==> src/rtl/crc_stream_engine.sv <==
// Streaming multi-beat CRC engine: folds BITS_PER_CYCLE bits per clock into the CRC
// register. It either generates the frame CRC or checks a frame that carries its CRC.
module crc_stream_engine #(
    parameter int                   DATA_WIDTH     = 8,
    parameter int                   CRC_WIDTH      = 16,
    parameter logic [CRC_WIDTH:0]   POLY           = 17'h11021,
    parameter logic [CRC_WIDTH-1:0] SEED           = 16'hFFFF,
    parameter logic [CRC_WIDTH-1:0] XOR_OUT        = 16'h0000,
    parameter logic [CRC_WIDTH-1:0] RESIDUE        = 16'h0000,
    parameter int                   BITS_PER_CYCLE = 1
) (
    input  logic                  clk,
    input  logic                  rst_n,
    input  logic                  mode,
    input  logic                  abort,
    input  logic                  s_valid,
    output logic                  s_ready,
    input  logic [DATA_WIDTH-1:0] s_data,
    input  logic                  s_last,
    output logic                  m_valid,
    input  logic                  m_ready,
    output logic [CRC_WIDTH-1:0]  crc_out,
    output logic                  crc_ok,
    output logic [15:0]           frame_beats
);

    // state  | meaning
    // IDLE   | s_ready=1, waiting for a beat
    // CALC   | folding the latched beat into the CRC, BITS_PER_CYCLE bits per cycle
    // RESULT | m_valid=1, holding the registered result until m_ready

    localparam int K      = DATA_WIDTH / BITS_PER_CYCLE;
    localparam int STEP_W = $clog2(K + 1);
    localparam logic [STEP_W-1:0] K_INIT = STEP_W'(K);

    if ((BITS_PER_CYCLE < 1) || ((DATA_WIDTH % BITS_PER_CYCLE) != 0)) begin : g_bpc_check
        $error("crc_stream_engine: BITS_PER_CYCLE must evenly divide DATA_WIDTH");
    end

    typedef enum logic [1:0] {
        ST_IDLE,
        ST_CALC,
        ST_RESULT
    } state_t;

    state_t                  state_q, state_d;
    logic [CRC_WIDTH-1:0]    crc_q, crc_d;
    logic [DATA_WIDTH-1:0]   shift_q, shift_d;
    logic [STEP_W-1:0]       step_q, step_d;
    logic                    last_q, last_d;
    logic                    mode_q, mode_d;
    logic                    new_frame_q, new_frame_d;
    logic [15:0]             beat_cnt_q, beat_cnt_d;
    logic [CRC_WIDTH-1:0]    crc_out_q, crc_out_d;
    logic                    crc_ok_q, crc_ok_d;
    logic [15:0]             frame_beats_q, frame_beats_d;

    logic [CRC_WIDTH-1:0]    crc_step;
    logic [DATA_WIDTH-1:0]   shift_step;
    logic                    fb;
    logic [15:0]             beat_base;

    always_ff @(posedge clk or negedge rst_n) begin
        if (!rst_n) begin
            state_q       <= ST_IDLE;
            crc_q         <= SEED;
            shift_q       <= '0;
            step_q        <= '0;
            last_q        <= 1'b0;
            mode_q        <= 1'b0;
            new_frame_q   <= 1'b1;
            beat_cnt_q    <= '0;
            crc_out_q     <= '0;
            crc_ok_q      <= 1'b0;
            frame_beats_q <= '0;
        end else begin
            state_q       <= state_d;
            crc_q         <= crc_d;
            shift_q       <= shift_d;
            step_q        <= step_d;
            last_q        <= last_d;
            mode_q        <= mode_d;
            new_frame_q   <= new_frame_d;
            beat_cnt_q    <= beat_cnt_d;
            crc_out_q     <= crc_out_d;
            crc_ok_q      <= crc_ok_d;
            frame_beats_q <= frame_beats_d;
        end
    end

    // Serial LFSR unrolled BITS_PER_CYCLE times, message bits taken MSB first.
    always_comb begin
        crc_step   = crc_q;
        shift_step = shift_q;
        fb         = 1'b0;
        for (int b = 0; b < BITS_PER_CYCLE; b++) begin
            fb         = shift_step[DATA_WIDTH-1] ^ crc_step[CRC_WIDTH-1];
            crc_step   = (crc_step << 1) ^ ({CRC_WIDTH{fb}} & POLY[CRC_WIDTH-1:0]);
            shift_step = shift_step << 1;
        end
    end

    always_comb begin
        state_d       = state_q;
        crc_d         = crc_q;
        shift_d       = shift_q;
        step_d        = step_q;
        last_d        = last_q;
        mode_d        = mode_q;
        new_frame_d   = new_frame_q;
        beat_cnt_d    = beat_cnt_q;
        crc_out_d     = crc_out_q;
        crc_ok_d      = crc_ok_q;
        frame_beats_d = frame_beats_q;
        beat_base     = new_frame_q ? 16'd0 : beat_cnt_q;

        case (state_q)
            ST_IDLE: begin
                if (s_valid) begin
                    if (new_frame_q) begin
                        crc_d  = SEED;
                        mode_d = mode;
                    end
                    beat_cnt_d  = (beat_base == 16'hFFFF) ? beat_base : beat_base + 16'd1;
                    shift_d     = s_data;
                    last_d      = s_last;
                    step_d      = K_INIT;
                    new_frame_d = 1'b0;
                    state_d     = ST_CALC;
                end
            end
            ST_CALC: begin
                crc_d   = crc_step;
                shift_d = shift_step;
                step_d  = step_q - STEP_W'(1);
                if (step_q == STEP_W'(1)) begin
                    if (last_q) begin
                        state_d       = ST_RESULT;
                        crc_out_d     = crc_step ^ XOR_OUT;
                        crc_ok_d      = mode_q && (crc_step == RESIDUE);
                        frame_beats_d = beat_cnt_q;
                    end else begin
                        state_d = ST_IDLE;
                    end
                end
            end
            ST_RESULT: begin
                if (m_ready) begin
                    state_d     = ST_IDLE;
                    new_frame_d = 1'b1;
                end
            end
            default: state_d = ST_IDLE;
        endcase

        // Abort overrides everything, including a beat offered this same cycle.
        if (abort) begin
            state_d     = ST_IDLE;
            new_frame_d = 1'b1;
            crc_d       = SEED;
            step_d      = '0;
        end
    end

    assign s_ready     = (state_q == ST_IDLE);
    assign m_valid     = (state_q == ST_RESULT);
    assign crc_out     = crc_out_q;
    assign crc_ok      = crc_ok_q;
    assign frame_beats = frame_beats_q;

endmodule
==> config.mk <==
export PLATFORM = sky130hd
export DESIGN_NAME = crc_stream_engine
export DESIGN_NICKNAME = d
export VERILOG_FILES = /design/src/rtl/crc_stream_engine.sv
export SDC_FILE = /design/constraint.sdc
export NUM_CORES = 1
export LEC_CHECK = 0
export ABC_AREA = 1
export BUFFER_PORTS_ARGS = -buffer_cell sky130_fd_sc_hd__buf_4
export CAP_MARGIN = 20
export CELL_PAD_IN_SITES_DETAIL_PLACEMENT = 1
export CELL_PAD_IN_SITES_GLOBAL_PLACEMENT = 2
export CORE_MARGIN = 4
export CORE_UTILIZATION = 38
export DETAILED_ROUTE_END_ITERATION = 16
export GPL_TIMING_DRIVEN = 0
export PLACE_DENSITY = 0.89
export SKIP_LAST_GASP = 1
export SYNTH_ARGS = -nofsm -noshare
export SYNTH_HDL_FRONTEND = slang
export SYNTH_SLANG_ARGS = --single-unit
==> constraint.sdc <==
create_clock -name clk -period 4.1 [get_ports clk]
set_input_delay 0.82 -clock clk [delete_from_list [all_inputs] [get_ports clk]]
set_output_delay 0.82 -clock clk [all_outputs]
set_load 0.02 [all_outputs]
==> qor.csv <==
metric,value,unit
status,completed,
synth_cell_types,39,
ys_seq_elements,82,
syn-instance-count,482,
grt-ovfl-total,0,
setup_viol,0,
core.rowCount,37,
synthArstFlopShare,100,%
critical_path_required,4.36,ns
dpl_cell_area,4710,um^2
cts_tree,done,
rsz0062_at_grt,no,
comb_power_share,38.0,%
cts_root_buf,clkbuf_8,
cts_made_buffers,9,
hold_class,primary input to asynchronous set/reset pin,
synth_compound_area_share,13.2,%
antenna_found_initial,0,
fin_util,47.1,%
cp_max_fo,10,
timing.hold.ws,0.411,ns
nets,561,
grt_max_degree,83,
p_sw,1.15,mW
p_int,1.73,mW
core,10500,um^2
drc_errors,0,
power_density,582,nW/um^2
yosys_warnings,0,
relSlewSlack,66.7,%
cts_buffer_depth,2,
dieWidth,113,um
path_delay_family,simple AND/OR/NAND/NOR gates,
cts.sinks,82,
synth_area,4170,um^2
antennaDiodeCount,0,
fin_setup_tns,0,ns
die_area,12700,um^2
fmax,0.437,GHz
cp_cell_sequence,"buf_6, nor2_1, ha_1, nand2_1, nor2_2, nand2_2, nor2_1, nand3_2, nand2_1, nand2_1, nand2_1, inv_1",
pwr-share-seq,40.0,%
end_kind,flip-flop,
crit_type,flip-flop to flip-flop,
cts_resized,0,
postCtsSetupRepairBufs,0,
wl,10.9,mm
grt_use_total,18.0,%
synth_simple_gate_area_share,25.3,%
min_period_over_period,55.8,%
worstMarginPinSlew,0.500,ns
pwr-share-clk,22.0,%
grt_first_pass_wirelength,18.6,mm
final_max_slew_viol_count,0,
drt_pre_antenna_iters,4,
cp.arrival,2.55,ns
ir_drop,0.295,mV
ioPinCount,50,
drive_above_1_share,28.1,%
netlist.area_leader.share,39.0,%
routabilityCongestion,0.807,
synth_xor_area_share,0.630,%
synth.area.mux_share,0.270,%
synth_top_family_by_area,simple AND/OR/NAND/NOR gates,
dp_hpwl,7.95,mm
instances_no_fill,684,
die_h,113,um
synth_edf_count,0,
drtIter0Drc,173,
hold_violations,0,
avgSynthCellArea,8.65,um^2
dp.cells,667,
yosysSeqAreaShare,49.7,%
fin_area,4950,um^2
slowest_delay,0.40,ns
clkTransAtPathRegs,0.11,ns
synthAdderAreaFrac,0.900,%
numPortBuffers,49,
crit_top_cell,nand2_1,
viasPerCell,4.98,
timing.critical_path.buf_inv,2,
area_growth,18.6,%
cap_violations,0,
final_antenna_net_count,0,
sw_frac_of_total,39.9,%
post_drt_wl_per_cell,15.9,um
start_kind,flip-flop,
postCtsHoldBufs,0,
vias,3405,
p_leak,2.51,nW
syn_nets,500,
fin_crit,2.29,ns
setup_slack,1.81,ns
power,2.88,mW
synth_ff_type,dfrtp_1,
synth_top_cell_by_area,dfrtp_1,
grt_pass1_vias,3661,
dpl_worst_slack,1.88,ns
start_util,39.7,%
cpMaxStageDelayCell,dfstp_2,
synthTopCellsByArea,"dfrtp_1, nand2_1, dfstp_2",
insertion_delay,0.36,ns
htree_levels,3,
fin_skew,0.0208,ns
worst register-to-register path: stages (launching register included):
cell and delay [ns]:
dfstp_2 0.40, buf_6 0.15, nor2_1 0.25, ha_1 0.35, nand2_1 0.10, nor2_2 0.16
nand2_2 0.10, nor2_1 0.21, nand3_2 0.20, nand2_1 0.11, nand2_1 0.06, nand2_1 0.07
inv_1 0.04
state kept, by name, indices dropped and copies added (netlist names):
| name | flops |
|---|---|
| state_q | 2 |
| crc_q | 16 |
| frame_beats | 16 |
| crc_out | 16 |
| step_q | 4 |
| last_q | 1 |
| mode_q | 1 |
| crc_ok | 1 |
| shift_q | 8 |
| new_frame_q | 1 |
| beat_cnt_q | 16 |
power by group through the flow:
| stage | logic (mW) | clock network (mW) | registers, mW |
|---|---|---|---|
| 2_1_floorplan | 0.625 | 0 | 1.25 |
| 3_3_place_gp | 1.07 | 0 | 1.16 |
| 3_5_place_dp | 1.10 | 0 | 1.17 |
| 4_1_cts | 1.11 | 0.646 | 1.16 |
| 5_1_grt | 1.21 | 0.687 | 1.18 |
| 6_report | 1.09 | 0.632 | 1.15 |
path summary, 6_finish.rpt:
path                                 startpoint               to  slack [ns]  cells after the start
worst min-delay path                      rst_n       crc_out[1]        0.41                      1
min in group clk                frame_beats[11]  frame_beats[11]        0.49                      2
worst max register to register      new_frame_q   beat_cnt_q[11]        1.81                     12
max in group asynchronous                 rst_n        crc_q[13]        3.01                      2
worst max-delay path                new_frame_q   beat_cnt_q[11]        1.81                     12
worst min register to register  frame_beats[11]  frame_beats[11]        0.49                      2
layout by cell type, fill, tap and decap left out, drive strengths merged:
cell type	synthesis	final
mux2	1	1
nand3b	2	2
buf	16	66
xnor2	2	2
o21ai	47	47
o22ai	2	2
or2	1	1
o211ai	5	5
inv	72	75
a22oi	15	15
clkinv	0	1
o31ai	1	1
a221oi	2	2
o21bai	2	2
dfrtp	65	65
a21oi	2	2
xor2	1	1
clkbuf	0	10
nand4	10	10
nor2	36	36
ha	3	3
dfstp	17	17
clkinvlp	0	1
nand2	139	139
nor3	5	5
nand3	35	35
o32ai	1	1
bufinv	0	1
cell type report:
cell class                      instances  area, um^2
Buffer                                 16         144
Multi-Input combinational cell        312        1680
Fill cell                            1250        5560
Timing Repair Buffer                   50         395
Clock inverter                          6        72.6
Tap cell                              136         170
Sequential cell                        82        2070
Inverter                               72         273
Clock buffer                           10         138
layer usage:
| layer | share of wire (%) | vias to the layer above | wire [um] | global-route usage, % |
|---|---|---|---|---|
| met5 | 0 | - | 0 | 0 |
| met4 | 1.2 | 0 | 134 | 4.81 |
| met3 | 3.4 | 10 | 373 | 2.83 |
| met2 | 49 | 51 | 5340 | 29.8 |
| met1 | 46 | 1670 | 5010 | 24.5 |
| li1 | - | 1674 | - | - |
synth_stat cells (2+ instances only):
cell,n
a221oi_1,2
a22oi_1,6
a22oi_2,9
buf_2,4
buf_4,3
buf_6,9
dfrtp_1,65
dfstp_2,17
ha_1,3
inv_1,60
inv_2,11
nand2_1,135
nand2_2,3
nand3_1,26
nand3_2,8
nand3b_1,2
nand4_1,10
nor2_1,25
nor2_2,7
nor2_4,4
nor3_1,5
o211ai_1,5
o21ai_0,6
o21ai_1,34
o21ai_2,6
o21bai_1,2
o22ai_1,2
xnor2_1,2
kinds of logic after synthesis:
group | after synthesis
buf+inv | 88
flops | 82
xor+xnor | 3
simple gates | 228
compound gates | 77
mux | 1
fa+ha+maj | 3
Note: power is estimated with default switching activity, not from simulation.
